--- config.mk ---
export PLATFORM = sky130hd
export DESIGN_NAME = acc_collector
export DESIGN_NICKNAME = d
export VERILOG_FILES = /design/src/rtl/acc_collector.sv
export SDC_FILE = /design/constraint.sdc
export NUM_CORES = 1
export LEC_CHECK = 0
export ABC_AREA = 1
export ABC_CLOCK_PERIOD_IN_PS = 10300
export CAP_MARGIN = 30
export CORE_MARGIN = 2
export CORE_UTILIZATION = 54
export CTS_CLUSTER_SIZE = 40
export DETAILED_ROUTE_END_ITERATION = 16
export PLACE_DENSITY = 0.76
export SYNTH_ARGS = -nofsm -noshare
export SYNTH_HDL_FRONTEND = slang
export SYNTH_SLANG_ARGS = --single-unit
export TNS_END_PERCENT = 5
--- constraint.sdc ---
create_clock -name clk_i -period 10.3 [get_ports clk_i]
set_input_delay 1.545 -clock clk_i [delete_from_list [all_inputs] [get_ports clk_i]]
set_output_delay 1.545 -clock clk_i [all_outputs]
set_load 0.01 [all_outputs]
--- src/rtl/acc_collector.sv ---
// acc_collector: runs an upstream accumulate controller NUM_RUNS times per
// batch and queues every captured result in a small output FIFO.
module acc_collector #(
    parameter int DW       = 32,
    parameter int DEPTH    = 4,
    parameter int NUM_RUNS = 8
) (
    input  logic                   clk_i,
    input  logic                   rst_i,
    input  logic                   go_i,
    output logic                   busy_o,
    output logic                   batch_done_o,
    output logic                   start_o,
    input  logic                   done_i,
    input  logic [DW-1:0]          acc_i,
    output logic [DW-1:0]          data_o,
    output logic                   valid_o,
    input  logic                   ready_i,
    output logic [$clog2(DEPTH):0] level_o
);

    localparam int AW = $clog2(DEPTH);
    localparam int LW = AW + 1;
    localparam int RW = (NUM_RUNS > 1) ? $clog2(NUM_RUNS) : 1;
    localparam logic [LW-1:0] FULL_LVL = LW'(DEPTH);
    localparam logic [RW-1:0] LAST_RUN = RW'(NUM_RUNS - 1);

    typedef enum logic [1:0] {
        IDLE,
        LAUNCH,
        WAIT_DONE,
        STORE
    } state_t;

    state_t        state;
    logic [RW-1:0] run;
    logic [DW-1:0] hold;
    logic          done_q;
    logic [DW-1:0] mem [DEPTH];
    logic [AW-1:0] wr_ptr;
    logic [AW-1:0] rd_ptr;
    logic          full;
    logic          push;
    logic          pop;
    logic          last;

    // Full check looks only at the registered level, so a pop frees the
    // slot one cycle before the stalled store can use it.
    assign full         = (level_o == FULL_LVL);
    assign push         = (state == STORE) && !full;
    assign valid_o      = (level_o != '0);
    assign pop          = valid_o && ready_i;
    assign last         = (run == LAST_RUN);
    assign batch_done_o = push && last;
    assign data_o       = mem[rd_ptr];

    always_ff @(posedge clk_i or posedge rst_i) begin
        if (rst_i) begin
            state   <= IDLE;
            run     <= '0;
            hold    <= '0;
            done_q  <= 1'b0;
            start_o <= 1'b0;
            busy_o  <= 1'b0;
        end else begin
            done_q <= done_i;
            unique case (state)
                IDLE: begin
                    if (go_i) begin
                        run     <= '0;
                        state   <= LAUNCH;
                        start_o <= 1'b1;
                        busy_o  <= 1'b1;
                    end
                end
                LAUNCH: begin
                    state <= WAIT_DONE;
                end
                WAIT_DONE: begin
                    // A done level already high on entry is not a new result.
                    if (done_i && !done_q) begin
                        hold    <= acc_i;
                        state   <= STORE;
                        start_o <= 1'b0;
                    end
                end
                STORE: begin
                    if (!full) begin
                        if (last) begin
                            state  <= IDLE;
                            busy_o <= 1'b0;
                        end else begin
                            run     <= run + 1'b1;
                            state   <= LAUNCH;
                            start_o <= 1'b1;
                        end
                    end
                end
                default: begin
                    state <= IDLE;
                end
            endcase
        end
    end

    always_ff @(posedge clk_i or posedge rst_i) begin
        if (rst_i) begin
            wr_ptr  <= '0;
            rd_ptr  <= '0;
            level_o <= '0;
            for (int i = 0; i < DEPTH; i++) begin
                mem[i] <= '0;
            end
        end else begin
            if (push) begin
                mem[wr_ptr] <= hold;
                wr_ptr      <= wr_ptr + 1'b1;
            end
            if (pop) begin
                rd_ptr <= rd_ptr + 1'b1;
            end
            if (push && !pop) begin
                level_o <= level_o + 1'b1;
            end else if (pop && !push) begin
                level_o <= level_o - 1'b1;
            end
        end
    end

endmodule

==> results of run 1 <==
-- cells in the mapped netlist --
cell type  number  area (sq um)
inv_2           1         3.750
fa_1            1         20.02
nand3_1         4         20.02
nand4_1         1         6.260
nand2_1       155         581.8
inv_1          49         183.9
nor2_2          1         6.260
o21ai_2        40         350.3
nand3b_1        1         7.510
clkbuf_1       25         93.84
buf_2           1         5.000
o21ai_0        68         340.3
buf_6          22         247.7
buf_4           2         15.01
o21ai_1        88         440.4
nor2_1        105         394.1
mux2_2          1         11.26
xor2_1          3         26.28
nand2_4         4         45.04
o22ai_1        32         200.2
dfrtp_1       175          4379
ha_1           12         150.1
a21oi_1        35         175.2
xnor2_1         1         8.760
a21oi_4         1         16.27
-- path summary, 6_finish.rpt --
check                                         end  slack, ns  depth (start not counted)
max in group asynchronous     mem[17]$_DFFE_PP0P_       7.26                          4
min in group asynchronous  level_o[0]$_DFFE_PP0P_       1.49                          2
min reg2reg                   mem[89]$_DFFE_PP0P_       0.48                          2
max reg2reg                level_o[2]$_DFFE_PP0P_       8.05                          9
min                           mem[89]$_DFFE_PP0P_       0.48                          2
max                                    data_o[31]       6.32                          5
-- sequential cells by signal, summed over array words and instances (netlist names) --
register	cells
done_q	1
mem	128
start_o	1
level_o	3
run	3
wr_ptr	2
hold	32
rd_ptr	2
state	2
busy_o	1
-- routing by layer --
layer	vias up	share of wire (%)	GRT usage, %
li1	2847	-	-
met1	2717	46	31.82
met2	143	48	34.03
met3	17	5.4	5.037
met4	0	1.2	6.179
met5	-	0	0
-- power by group --
group	switching [W]	internal (W)	leakage [nW]
registers	0.000172	0.00102	2.10
clock network	0.000237	0.000303	0.236
logic	0.000800	0.000607	1.92
total	0.00121	0.00193	4.25
-- area by class of cell --
type                       instances  area (sq um)
fill                            1149          4992
multi-input combinational        553          2805
inverter                          50         192.7
clock inverter                     4         20.02
timing repair buffer              82         868.3
sequential                       175          4380
clock buffer                      21         450.4
tap                              180         225.2
-- metrics by stage --
step | total power, W | worst slack, ns | std cells | instance area [sq um] | util (%)
after global routing | 0.003393 | 6.181 | 1065 | 8942 | 64.17
after CTS | 0.003167 | 6.311 | 1064 | 8915 | 63.98
final | 0.003144 | 6.319 | 1065 | 8942 | 64.17
after floorplan | 0.002108 | 4.010 | 828 | 7729 | -
after global placement | 0.002545 | 5.898 | 1036 | 8377 | 60.11
after detailed placement | 0.002613 | 6.610 | 1039 | 8444 | 60.60
-- worst register-to-register path: stages (launching register included) --
cell and delay (ns):
dfrtp_1 0.39, ha_1 0.24, inv_2 0.08, a21oi_4 0.35, ha_1 0.21, inv_1 0.06
fa_1 0.37, a21oi_1 0.14, o21ai_0 0.11, xor2_1 0.16
-- kinds of logic after synthesis --
group	share of synthesized area (%)
flops	56.66
xor+xnor	0.4534
fa+ha+maj	2.202
buf+inv	7.107
simple gates	13.73
mux	0.1457
compound gates	19.70
-- placed cells by master (no fill, tap or decap), types with 2 or more instances in the layout --
master / count
nand3_1: 3
ha_1: 12
o21ai_2: 40
clkinv_2: 4
o21ai_1: 88
inv_2: 2
nand2_4: 4
dfrtp_1: 174
buf_4: 3
o21ai_0: 68
clkdlybuf4s50_1: 75
xor2_1: 3
nor2_1: 105
clkbuf_16: 17
inv_1: 47
buf_12: 2
a21oi_1: 35
clkbuf_1: 3
nand2_1: 155
buf_16: 2
o22ai_1: 32
==> metrics.cfg, run 1 <==
[run_status]
outcome = finished clean

[final_layout]
syn_to_final_growth_pct = 15.70
drive_above_1_share_pct = 9.153
diodes = 0
nets = 929

[route]
vias = 5724
wl_per_cell_um = 14.74
first_pass_iters = 5
drt-initial-drc-count = 514
via_per_inst = 5.375
drtAntennaViolNets = 0
drc = 0
routed_wl_um = 15700

[clocking]
clk_pin_slew_ns = 0.06
cts_buffers = 17
cts_setup_buffers = 0
htree_levels = 4
clock_latency_ns = 0.42
cts-root-buf = clkbuf_16
cts.repair.resized = 0
clock_path_buffers = 2
ctsHoldBuffers = 0
numClockSinks = 175
cts_tree = built

[setup_path]
startpoint = rd_ptr[0]$_DFFE_PP0P_
path_cells = inv_2 -> buf_12 -> o21ai_0 -> o22ai_1 -> clkdlybuf4s50_1
cp_top_family = buffers and inverters
max_stage_delay_ns = 0.59
crit_type = reg2out
crit_fanout = 50
critical_path_buf_inv_count = 3
timing.rr.start = state[1]$_DFFE_PP0P_
arrival_ns = 2.44
crit_path_start_kind = flip-flop
endpoint_kind = output port
required_ns = 8.76
slowest_stage = clkdlybuf4s50_1

[power_and_ir_drop]
vdd_drop_max_mv = 0.1995
p_leak_nw = 4.251
power_density_nw_per_um2 = 351.6

[timing]
rsz0062_at_grt = no
whs_ns = 0.4760
setup_violations = 0
max_slew.worst_pin.slew_ns = 0.8263
fin_setup_tns_ns = 0
drv_slew = 0
fin_crit_sh_pct = 38.65
post-route-min-period_ns = 3.981
slew_headroom_pct = 44.92
clock_skew_ns = 0.006538
max_freq_ghz = 0.2512
final-hold-violation-count = 0

[floorplanning]
die_h_um = 123.6
num_rows = 43
design.die.area_sq_um = 15290
core_sq_um = 13930
initial_utilization_pct = 55.46
ioPinCount = 76
die_w_um = 123.6

[yosys]
synth_fp_nets = 878
synth.distinct_cells = 25
ys_ff_latch = 175
seq_area_frac_synth_pct = 56.66
syn_area_sq_um = 7729
syn_avg_cell_area_sq_um = 9.334
syn_inst = 828
synth_warnings = 0

[global_route]
antenna_found_initial = 0
grtUsageTotal_pct = 22.11
gr-total-overflow = 0
grt_pass1_vias = 5250
grt_start_max_net_pins = 109
grt_pass1_wl_um = 26020

[flow_run]
maxCapViolations = 0

[hold_path]
hold_class = reg2reg
hold_start = mem[89]$_DFFE_PP0P_

[placement]
io_buffer_count = 75
dp_hpwl_um = 9045
gp_congestion = 0.7567

No activity file was read; power rests on OpenSTA's default activity.
==> run 2: changes to the inputs <==
--- a/config.mk
+++ b/config.mk
@@ -6,13 +6,13 @@
 export NUM_CORES = 1
 export LEC_CHECK = 0
 export ABC_AREA = 1
-export ABC_CLOCK_PERIOD_IN_PS = 10300
+export ABC_CLOCK_PERIOD_IN_PS = 3200
 export CAP_MARGIN = 30
 export CORE_MARGIN = 2
-export CORE_UTILIZATION = 54
+export CORE_UTILIZATION = 51
 export CTS_CLUSTER_SIZE = 40
 export DETAILED_ROUTE_END_ITERATION = 16
-export PLACE_DENSITY = 0.76
+export PLACE_DENSITY = 0.75
 export SYNTH_ARGS = -nofsm -noshare
 export SYNTH_HDL_FRONTEND = slang
 export SYNTH_SLANG_ARGS = --single-unit
==> constraint.sdc (replaced) <==
create_clock -name clk_i -period 3.2 [get_ports clk_i]
set_input_delay 0.48 -clock clk_i [delete_from_list [all_inputs] [get_ports clk_i]]
set_output_delay 0.48 -clock clk_i [all_outputs]
set_load 0.01 [all_outputs]
==> metrics.cfg, run 2 (synthesis gave the netlist of run 1 again) <==
[clocking]
cts_setup_buffers = 0
ctsHoldBuffers = 0
cts_tree = built
clk_pin_slew_ns = 0.06
cts_buffers = 17
cts-root-buf = clkbuf_16
numClockSinks = 175
cts.repair.resized = 0
clock_latency_ns = 0.44
htree_levels = 4
clock_path_buffers = 2

[final_layout]
max_flop_register = mem
largest_reg_flops = 128
ff_latch_area_sq_um = 4380
reg_top3 = mem: 128 flops, hold: 32 flops
multi_input_area_sq_um = 2805
diodes = 0
drive_above_1_share_pct = 10.29
nets = 931
fillers = 1233
syn_to_final_growth_pct = 16.56
layout_commonest_cell = dfrtp_1
final_cell_mix = dfrtp_1, nand2_1, nor2_1

[power_and_ir_drop]
switching_power_w = 0.004028
p_int_w = 0.006307
comb_power_share_pct = 43.9
pwr-share-clk_pct = 19.0
power_frac_seq_pct = 37.0
p_leak_nw = 4.269
power_density_nw_per_um2 = 1147
total_power_w = 0.01033
p_sw_share_pct = 38.98
vdd_drop_max_mv = 0.6215

[setup_path]
rrSetupSlack_ns = 0.93
timing.rr.start = state[0]$_DFFE_PP0P_
timing.rr.end = level_o[2]$_DFFE_PP0P_
crit_fanout = 65
arrival_ns = 2.42
ff2ff_path_depth = 9
crit_type = reg2out
endpoint_kind = output port
slowest_stage = clkdlybuf4s50_1
required_ns = 2.72
path_cells = buf_4 -> o21ai_0 -> o22ai_1 -> clkdlybuf4s50_1
crit_path_start_kind = flip-flop
max_stage_delay_ns = 0.58

[hold_path]
holdPathEnd = mem[82]$_DFFE_PP0P_
hold_start = mem[82]$_DFFE_PP0P_
hold_class = reg2reg
min_path_cells = 2

[timing]
fin_crit_sh_pct = 90.71
max_freq_ghz = 0.3445
drv_slew = 0
max_slew.worst_pin.slew_ns = 0.8051
post-route-min-period_ns = 2.903
clock_skew_ns = 0.007318
fin_setup_tns_ns = 0
slew_headroom_pct = 46.28
final-hold-violation-count = 0
setup_violations = 0
rsz0062_at_grt = no

[route]
drt-initial-drc-count = 448
drtAntennaViolNets = 0
via_per_inst = 5.402
first_pass_iters = 7
wl_per_cell_um = 15.23
vias = 5823
routed_wl_um = 16420
drc = 0

[floorplanning]
ioPinCount = 76
die_w_um = 127.1
die_h_um = 127.1
initial_utilization_pct = 52.78
num_rows = 44
core_sq_um = 14640
design.die.area_sq_um = 16150

[global_route]
grt_pass1_wl_um = 27470
gr-total-overflow = 0
grt_start_max_net_pins = 123
antenna_found_initial = 0
grt_pass1_vias = 5555
grtUsageTotal_pct = 21.44

[run_status]
outcome = finished clean

[placement]
dp_hpwl_um = 9642
io_buffer_count = 75
gp_congestion = 0.7476

[flow_run]
maxCapViolations = 0

## run 2: worst max-delay path by stage
stage,start,end,slack [ns]
2_1_floorplan,rst_i,busy_o$_DFFE_PP0P_,0.48
3_3_place_gp,rd_ptr[1]$_DFFE_PP0P_,data_o[10],0.83
3_5_place_dp,rd_ptr[1]$_DFFE_PP0P_,data_o[10],0.79
4_1_cts,rd_ptr[1]$_DFFE_PP0P_,data_o[10],0.29
5_1_grt,rd_ptr[0]$_DFFE_PP0P_,data_o[29],0.19
6_report,rd_ptr[0]$_DFFE_PP0P_,data_o[29],0.30
## run 2: layer usage
layer | vias up | track usage (%) | part of all wire [%]
li1 | 2849 | - | -
met1 | 2843 | 29.52 | 46
met2 | 108 | 33.84 | 48
met3 | 23 | 5.067 | 3.8
met4 | 0 | 7.240 | 1.6
met5 | - | 0 | 0
## run 2: cell type report
cell class              instances  share of cell area (%)
clock buffers                  19                   4.917
flip-flops and latches        175                   48.62
repair buffers                 84                   9.361
inverters                      50                   2.125
multi-input cells             553                   31.14
well taps                     184                   2.556
clock inverters                13                   1.278
## run 2: stage by stage
step / cells / utilization (%) / instance area (sq um) / hold WS [ns] / setup WS (ns)
after global routing: 1078 / 61.52 / 9009 / 0.4942 / 0.1869
after floorplan: 828 / - / 7732 / 0.4459 / 0.4813
after CTS: 1078 / 61.52 / 9009 / 0.4779 / 0.2921
after detailed placement: 1046 / 57.71 / 8451 / 0.4628 / 0.7897
after global placement: 1046 / 57.71 / 8451 / 0.4577 / 0.8273
final: 1078 / 61.52 / 9009 / 0.4767 / 0.2973
## run 2: critical path: cells and delay by family (launching register included)
kind                   cells  cell delay [ns]
DFF                        1             0.36
buffers and inverters      2             1.10
AOI/OAI and AO/OA          2             0.47
## run 2: power groups by stage
stage          Sequential (W)  Clock (W)  Combinational (W)
3_5_place_dp          0.00384          0            0.00457
5_1_grt               0.00396    0.00208            0.00511
2_1_floorplan         0.00374          0            0.00305
6_report              0.00383    0.00197            0.00454
3_3_place_gp          0.00382          0            0.00444
4_1_cts               0.00382    0.00199            0.00460
==> run 3: changes to the inputs <==
--- a/config.mk
+++ b/config.mk
@@ -6,13 +6,13 @@
 export NUM_CORES = 1
 export LEC_CHECK = 0
 export ABC_AREA = 1
-export ABC_CLOCK_PERIOD_IN_PS = 3200
+export ABC_CLOCK_PERIOD_IN_PS = 3500
 export CAP_MARGIN = 30
 export CORE_MARGIN = 2
-export CORE_UTILIZATION = 51
+export CORE_UTILIZATION = 47
 export CTS_CLUSTER_SIZE = 40
 export DETAILED_ROUTE_END_ITERATION = 16
-export PLACE_DENSITY = 0.75
+export PLACE_DENSITY = 0.68
 export SYNTH_ARGS = -nofsm -noshare
 export SYNTH_HDL_FRONTEND = slang
 export SYNTH_SLANG_ARGS = --single-unit
==> constraint.sdc (replaced) <==
create_clock -name clk_i -period 3.5 [get_ports clk_i]
set_input_delay 0.525 -clock clk_i [delete_from_list [all_inputs] [get_ports clk_i]]
set_output_delay 0.525 -clock clk_i [all_outputs]
set_load 0.01 [all_outputs]
==> metrics.cfg, run 3 (synthesis gave the netlist of run 1 again) <==
[placement]
dp_hpwl_um = 9658
post-place-ws_ns = 0.9080
dp_cells = 1080
io_buffer_count = 75
placed_area_sq_um = 8531
gp_congestion = 0.7458

[floorplanning]
num_rows = 46
design.die.area_sq_um = 17490
die_w_um = 132.2
initial_utilization_pct = 48.30
die_h_um = 132.2
ioPinCount = 76
core_sq_um = 16000

[global_route]
grtUsageTotal_pct = 19.84
grt_pass1_wl_um = 28060
grt_pass1_vias = 5656
grt_start_max_net_pins = 66
gr-total-overflow = 0
antenna_found_initial = 0

[setup_path]
ff2ff_path_depth = 9
timing.rr.start = state[1]$_DFFE_PP0P_
cp-endpoint = data_o[23]
crit_fanout = 19
crit_type = reg2out
required_ns = 2.97
rrSetupSlack_ns = 1.27
crit_path_start_kind = flip-flop
endpoint_kind = output port
arrival_ns = 2.50
startpoint = rd_ptr[1]$_DFFE_PP0P_
timing.rr.end = level_o[2]$_DFFE_PP0P_

[route]
drt-initial-drc-count = 445
routed_wl_um = 16250
drc = 0
first_pass_iters = 4
drtAntennaViolNets = 0
vias = 5734
via_per_inst = 5.156
wl_per_cell_um = 14.61

[power_and_ir_drop]
switching_power_w = 0.003629
power_frac_seq_pct = 36.0
p_int_w = 0.006144
power_density_nw_per_um2 = 1062
p_leak_nw = 4.345
vdd_drop_max_mv = 0.5395
p_sw_share_pct = 37.13
pwr-share-clk_pct = 22.0
comb_power_share_pct = 42.0

[hold_path]
hold_class = reg2reg

[timing]
drv_slew = 0
whs_ns = 0.4738
rsz0062_at_grt = no
setup_slack_ns = 0.4709
slew_headroom_pct = 43.32
clock_skew_ns = 0.008245
setup_violations = 0
fin_crit_sh_pct = 86.55
final-hold-violation-count = 0
max_slew.worst_pin.slew_ns = 0.8502
fin_setup_tns_ns = 0
post-route-min-period_ns = 3.029
max_freq_ghz = 0.3301

[flow_run]
maxCapViolations = 0

[clocking]
ctsHoldBuffers = 0
clock_path_buffers = 2
cts_buffers = 17
cts_tree = built
cts_setup_buffers = 0
cts.repair.resized = 0
cts-root-buf = clkbuf_16
clk_pin_slew_ns = 0.06
numClockSinks = 175
clock_latency_ns = 0.43
htree_levels = 4

[final_layout]
stdcell_count = 1112
final_cell_mix = dfrtp_1, nand2_1, nor2_1
fin_area_sq_um = 9201
syn_to_final_growth_pct = 19.05
layout_commonest_cell = dfrtp_1
diodes = 0
largest_reg_flops = 128
reg_top3 = mem: 128 flops, hold: 32 flops
nets = 933
max_flop_register = mem
drive_above_1_share_pct = 10.38
fillers = 1464

[run_status]
outcome = finished clean

==> run 3: cell types whose count changed in the layout (fill, tap and decap cells not counted), sizes merged <==
cell / delta
bufinv: +5
buf: +2
clkinv: -3
clkbuf: +2
clkinvlp: -2
inv: -2
==> run 3: stage by stage <==
step           power (W)  util, %
2_1_floorplan   0.006205        -
3_5_place_dp    0.007674    53.32
3_3_place_gp    0.007582    53.32
5_1_grt          0.01055    57.51
4_1_cts         0.009855    57.51
6_report        0.009773    57.51
==> run 3: power groups by stage <==
stage,Sequential [W],Clock (W),Combinational (W)
after floorplan,0.00342,0,0.00279
after global placement,0.00352,0,0.00406
after detailed placement,0.00354,0,0.00414
after CTS,0.00352,0.00217,0.00416
after global routing,0.00365,0.00225,0.00465
final,0.00352,0.00215,0.00410
==> run 3: how the worst min path moves through the flow <==
| stage | startpoint | endpoint | slack, ns | cells after the start |
|---|---|---|---|---|
| 4_1_cts | mem[76]$_DFFE_PP0P_ | mem[76]$_DFFE_PP0P_ | 0.48 | 2 |
| 6_report | busy_o$_DFFE_PP0P_ | busy_o$_DFFE_PP0P_ | 0.47 | 2 |
| 3_3_place_gp | mem[57]$_DFFE_PP0P_ | mem[57]$_DFFE_PP0P_ | 0.46 | 2 |
| 5_1_grt | mem[46]$_DFFE_PP0P_ | mem[46]$_DFFE_PP0P_ | 0.50 | 2 |
| 3_5_place_dp | mem[86]$_DFFE_PP0P_ | mem[86]$_DFFE_PP0P_ | 0.46 | 2 |
| 2_1_floorplan | run[1]$_DFFE_PP0P_ | run[1]$_DFFE_PP0P_ | 0.45 | 2 |
==> run 3: final cells by class <==
type | count | area, sq um | area share, %
flip-flops and latches | 175 | 4380 | 47.61
multi-input cells | 553 | 2805 | 30.49
repair buffers | 86 | 883.3 | 9.600
clock buffers | 21 | 460.4 | 5.004
well taps | 216 | 270.3 | 2.937
clock inverters | 11 | 210.2 | 2.284
inverters | 50 | 191.4 | 2.081
==> run 3: layer usage <==
metal | GRT usage, % | vias to the layer above | wire (um)
met2 | 31.11 | 113 | 7465
met5 | 0 | - | 0
met3 | 3.960 | 23 | 634
met4 | 6.153 | 0 | 218
met1 | 28.10 | 2744 | 7927
li1 | - | 2854 | -
==> run 3: critical path, stage by stage, from the launching register on <==
cell	delay (ns)
dfrtp_1	0.76
buf_4	0.34
o21ai_0	0.15
o22ai_1	0.25
clkdlybuf4s50_1	0.58
==> patch 1: new RTL, flow settings as in run 3 <==
Put one more register stage on the output `level_o`, without a reset. The value now appears one clock later. The other outputs are not delayed to match.
--- a/src/rtl/acc_collector.sv
+++ b/src/rtl/acc_collector.sv
@@ -33,4 +33,6 @@
     } state_t;
 
+    logic [$clog2(DEPTH):0] level_s0;
+
     state_t        state;
     logic [RW-1:0] run;
@@ -47,7 +49,7 @@
     // Full check looks only at the registered level, so a pop frees the
     // slot one cycle before the stalled store can use it.
-    assign full         = (level_o == FULL_LVL);
+    assign full         = (level_s0 == FULL_LVL);
     assign push         = (state == STORE) && !full;
-    assign valid_o      = (level_o != '0);
+    assign valid_o      = (level_s0 != '0);
     assign pop          = valid_o && ready_i;
     assign last         = (run == LAST_RUN);
@@ -108,5 +110,5 @@
             wr_ptr  <= '0;
             rd_ptr  <= '0;
-            level_o <= '0;
+            level_s0 <= '0;
             for (int i = 0; i < DEPTH; i++) begin
                 mem[i] <= '0;
@@ -121,11 +123,15 @@
             end
             if (push && !pop) begin
-                level_o <= level_o + 1'b1;
+                level_s0 <= level_s0 + 1'b1;
             end else if (pop && !push) begin
-                level_o <= level_o - 1'b1;
+                level_s0 <= level_s0 - 1'b1;
             end
         end
     end
 
+    always_ff @(posedge clk_i) begin
+        level_o <= level_s0;
+    end
+
 endmodule
 
Check against the original RTL: not equivalent (Yosys sat finds a counterexample within 10 cycles, from zero or initial values and one cycle with rst_i high).
==> patch 1 against run 3 <==
Design area is 4.5% higher; synthesized area increased by 4.4%; largest cell class unchanged; total power is 2.9% lower; wire length increased by 22%; sequential cell count grew 3; sequential share of layout area fell by 1.4 points; worst setup slack better by 0.016 ns; register-to-register slack lost 0.29 ns; worst hold slack got worse by 0.057 ns.
==> patch 1: results (changes against run 3) <==
gr usage total=0.233 (was 0.198); Power Dens Cells=987 nW/um2 (was 1060 nW/um2); First DRT Iteration DRCs=513 (was 445); DP Cell Count=1233 (was 1080); Least-Margin Pin Slew=0.741 ns (was 0.850 ns); Hold Crit Class=primary input to async pin (was flip-flop to flip-flop); wl on met1=9.25 mm (was 7.93 mm); count of plain and timing-repair buffers=94 (was 86); post-detail-place hpwl=11.4 mm (was 9.66 mm); top post-synthesis cells by area=dfrtp_1, nand2_1, o21ai_0 (was dfrtp_1, nand2_1, o21ai_1); Async SR Flop Fraction=0.983 (was 1.00); Post-Synth Adder-Cell Area=0.0211 (was 0.0220); Clock-cell share=0.0649 (was 0.0729); Rows=47 (was 46); layout cells sized above 1=0.0593 (was 0.104); Via density=5.26 (was 5.16); Seq cells=178 (was 175); mux cell area share after synthesis=0 (was 0.00146); Crit path arrival time=2.49 ns (was 2.50 ns); fillers=1527 (was 1464); post-synthesis compound-gate area fraction=0.169 (was 0.197); largest net degree at the start of global routing=109 (was 66); outcome=complete, no violations (unchanged); Multi-Input Combinational=686 (was 553); GPL Wtd Cong=0.766 (was 0.746); Seq/total area=0.462 (was 0.476); buffer share of cell area=0.0968 (was 0.0960); post-synthesis sequential area ratio=0.550 (was 0.567); via count=6655 (was 5734); VDD IR-drop max=0.512 mV (was 0.540 mV); Netlist cell types=23 (was 25); area of the multi-input gates=3130 um2 (was 2810 um2); inverters=55 (was 50); met1 usage=0.328 (was 0.281); commonest cells in the netlist=nand2_1, o21ai_0, dfrtp_1 (was dfrtp_1, nand2_1, nor2_1); Clock Skews=0.00881 ns (was 0.00824 ns); Syn Nets=1034 (was 878); met3 WL=949 um (was 634 um)
[patch 1: cell types whose count changed in the layout (fill, tap and decap cells not counted), sizes merged, moves of 3 or more]
cell	before	now
clkinvlp	3	6
nand2	159	320
o21ai	196	228
dfxtp	0	3
a21oi	36	3
bufinv	6	3
inv	49	55
nor2	106	75
buf	11	19
nand3	4	7
[patch 1: final timing paths]
path / start / endpoint / slack (ns) / cells after the start
max: rd_ptr[1] / data_o[31] / 0.49 / 4
min: rst_i / run[0] / 0.42 / 2
max reg2reg: state[0] / mem[45] / 0.98 / 6
min reg2reg: level_s0[1] / level_o[1] / 0.46 / 0
max in group asynchronous: rst_i / hold[14] / 2.22 / 3
min in group clk_i: level_s0[1] / level_o[1] / 0.46 / 0
[patch 1: power breakdown]
| part | switching (mW) | total (mW) | internal (mW) |
|---|---|---|---|
| clock | 0.816 | 2.00 | 1.18 |
| combinational | 2.37 | 3.95 | 1.58 |
| sequential | 0.619 | 3.54 | 2.92 |
==> patch 2: new RTL, flow settings as in run 3 <==
Without the edit above. Change the parameter `DEPTH` from 4 to 8.
--- a/src/rtl/acc_collector.sv
+++ b/src/rtl/acc_collector.sv
@@ -3,5 +3,5 @@
 module acc_collector #(
     parameter int DW       = 32,
-    parameter int DEPTH    = 4,
+    parameter int DEPTH    = 8,
     parameter int NUM_RUNS = 8
 ) (
Interface: changed (resized level_o); port bits go from 76 to 77. The function was not compared with the original's and may differ.
==> patch 2 against run 3 <==
Synthesized area up 83%; die area grew 80%; clock skew is 0.0076 ns higher; total power is 71% higher; via count rose by 87%; design area increased by 72%; wire length rose by 100%; count of clock-buffer cells in the layout increased by 32; worst setup slack got worse by 0.075 ns; sequential cell count up 131; critical endpoint is now data_o[17].
==> patch 2: results (changes against run 3) <==
outcome=complete, no violations (unchanged); Pleak=7.39 nW (was 4.35 nW); Internal Power=10.2 mW (was 6.14 mW); RR Startpoint=state[0] (was state[1]); number of buffers added on ports=76 (was 75); First DRT Iteration DRCs=831 (was 445); cell count after synthesis=1561 (was 828); later-pin clock latency in the skew report=0.52 ns (was 0.43 ns); worst-path maximum fanout=129 (was 19); clock buffer count from CTS=34 (was 17); CTS max path bufs=3 (was 2); Post-Synth Adder-Cell Area=0.0112 (was 0.0220); layout cells sized above 1=0.0962 (was 0.104); VDD IR-drop max=0.459 mV (was 0.540 mV); worst reg-to-reg path cell count=11 (was 9); Routed WL per cell=16.3 um (was 14.6 um); Area after DPL=14700 um2 (was 8530 um2); GPL Wtd Cong=0.764 (was 0.746); combinational cell power=7.14 mW (was 4.10 mW); biggest regs=mem x256, hold x32, level_o x4 (was mem x128, hold x32); XOR/XNOR Fraction of Synth Area=0.00434 (was 0.00453); slowest stage delay, CP=0.54 ns (was 0.76 ns); commonest cells in the netlist=nand2_1, dfrtp_1, nor2_1 (was dfrtp_1, nand2_1, nor2_1); initial antenna violation count=0 (unchanged); H-tree depth=2 (was 4); post-synthesis compound-gate area fraction=0.193 (was 0.197); reg2reg end=level_o[3] (was level_o[2]); DP Cell Count=1941 (was 1080); HP Start=mem[178] (was busy_o); Power Dens Cells=1060 nW/um2 (about the same); fin crit share=0.887 (was 0.865); Critical path origin=rd_ptr[0] (was rd_ptr[1]); clock group power=3.57 mW (was 2.15 mW); gr usage total=0.216 (was 0.198); Via density=5.37 (was 5.16); Hold EP=mem[178] (was busy_o); hold_ws=0.472 ns (was 0.474 ns); Hold Path Depth=2 (unchanged); post-synthesis sequential area ratio=0.542 (was 0.567); mux cell area share after synthesis=0 (was 0.00146); Clock Skews=0.0159 ns (was 0.00824 ns); critical path endpoint category=output port (unchanged); largest net degree at the start of global routing=130 (was 66); Crit path arrival time=2.58 ns (was 2.50 ns); top post-synthesis cells by area=dfrtp_1, nand2_1, o21ai_1 (unchanged); delay-heaviest family, CP=buffers and inverters (unchanged); Max-slew headroom=0.513 (was 0.433); via count=10738 (was 5734); Initial DRT Pass Iterations=5 (was 4); first-pass GRT wire length=54.6 mm (was 28.1 mm); Netlist cell types=32 (was 25); slowest CP cell=clkdlybuf4s50_1 (was dfrtp_1)
patch 2: routing by layer:
layer  global-route usage  share of wire  vias to the layer above
met5                    0              0                        -
met4               0.0635          0.022                        0
met3               0.0306          0.046                       64
met2                0.354           0.46                      261
met1                0.299           0.47                     5161
li1                     -              -                     5252
patch 2: worst register-to-register path, cell delays in order (launching register included):
cell and delay [ns]:
dfrtp_1 0.43, ha_1 0.34, nand2_4 0.10, inv_4 0.31, ha_1 0.27, inv_1 0.09, ha_1 0.30, or2_2 0.29
nand3_1 0.08, nand2_1 0.05, nand2_1 0.05, nand2_1 0.04
patch 2: kinds of logic after synthesis:
family,Yosys count
AOI/OAI and AO/OA,491
buffers and inverters,158
adders and majority gates,12
and+or+nand+nor,587
xor gates and xnor gates,7
DFF,306
patch 2: cell type report:
type                            instances  area (um2)
Clock buffer                           53        1020
Clock inverter                          7        91.3
Fill cell                            2754       13800
Inverter                               53         206
Multi-Input combinational cell       1097        5350
Sequential cell                       306        7660
Tap cell                              390         488
Timing Repair Buffer                   95        1020
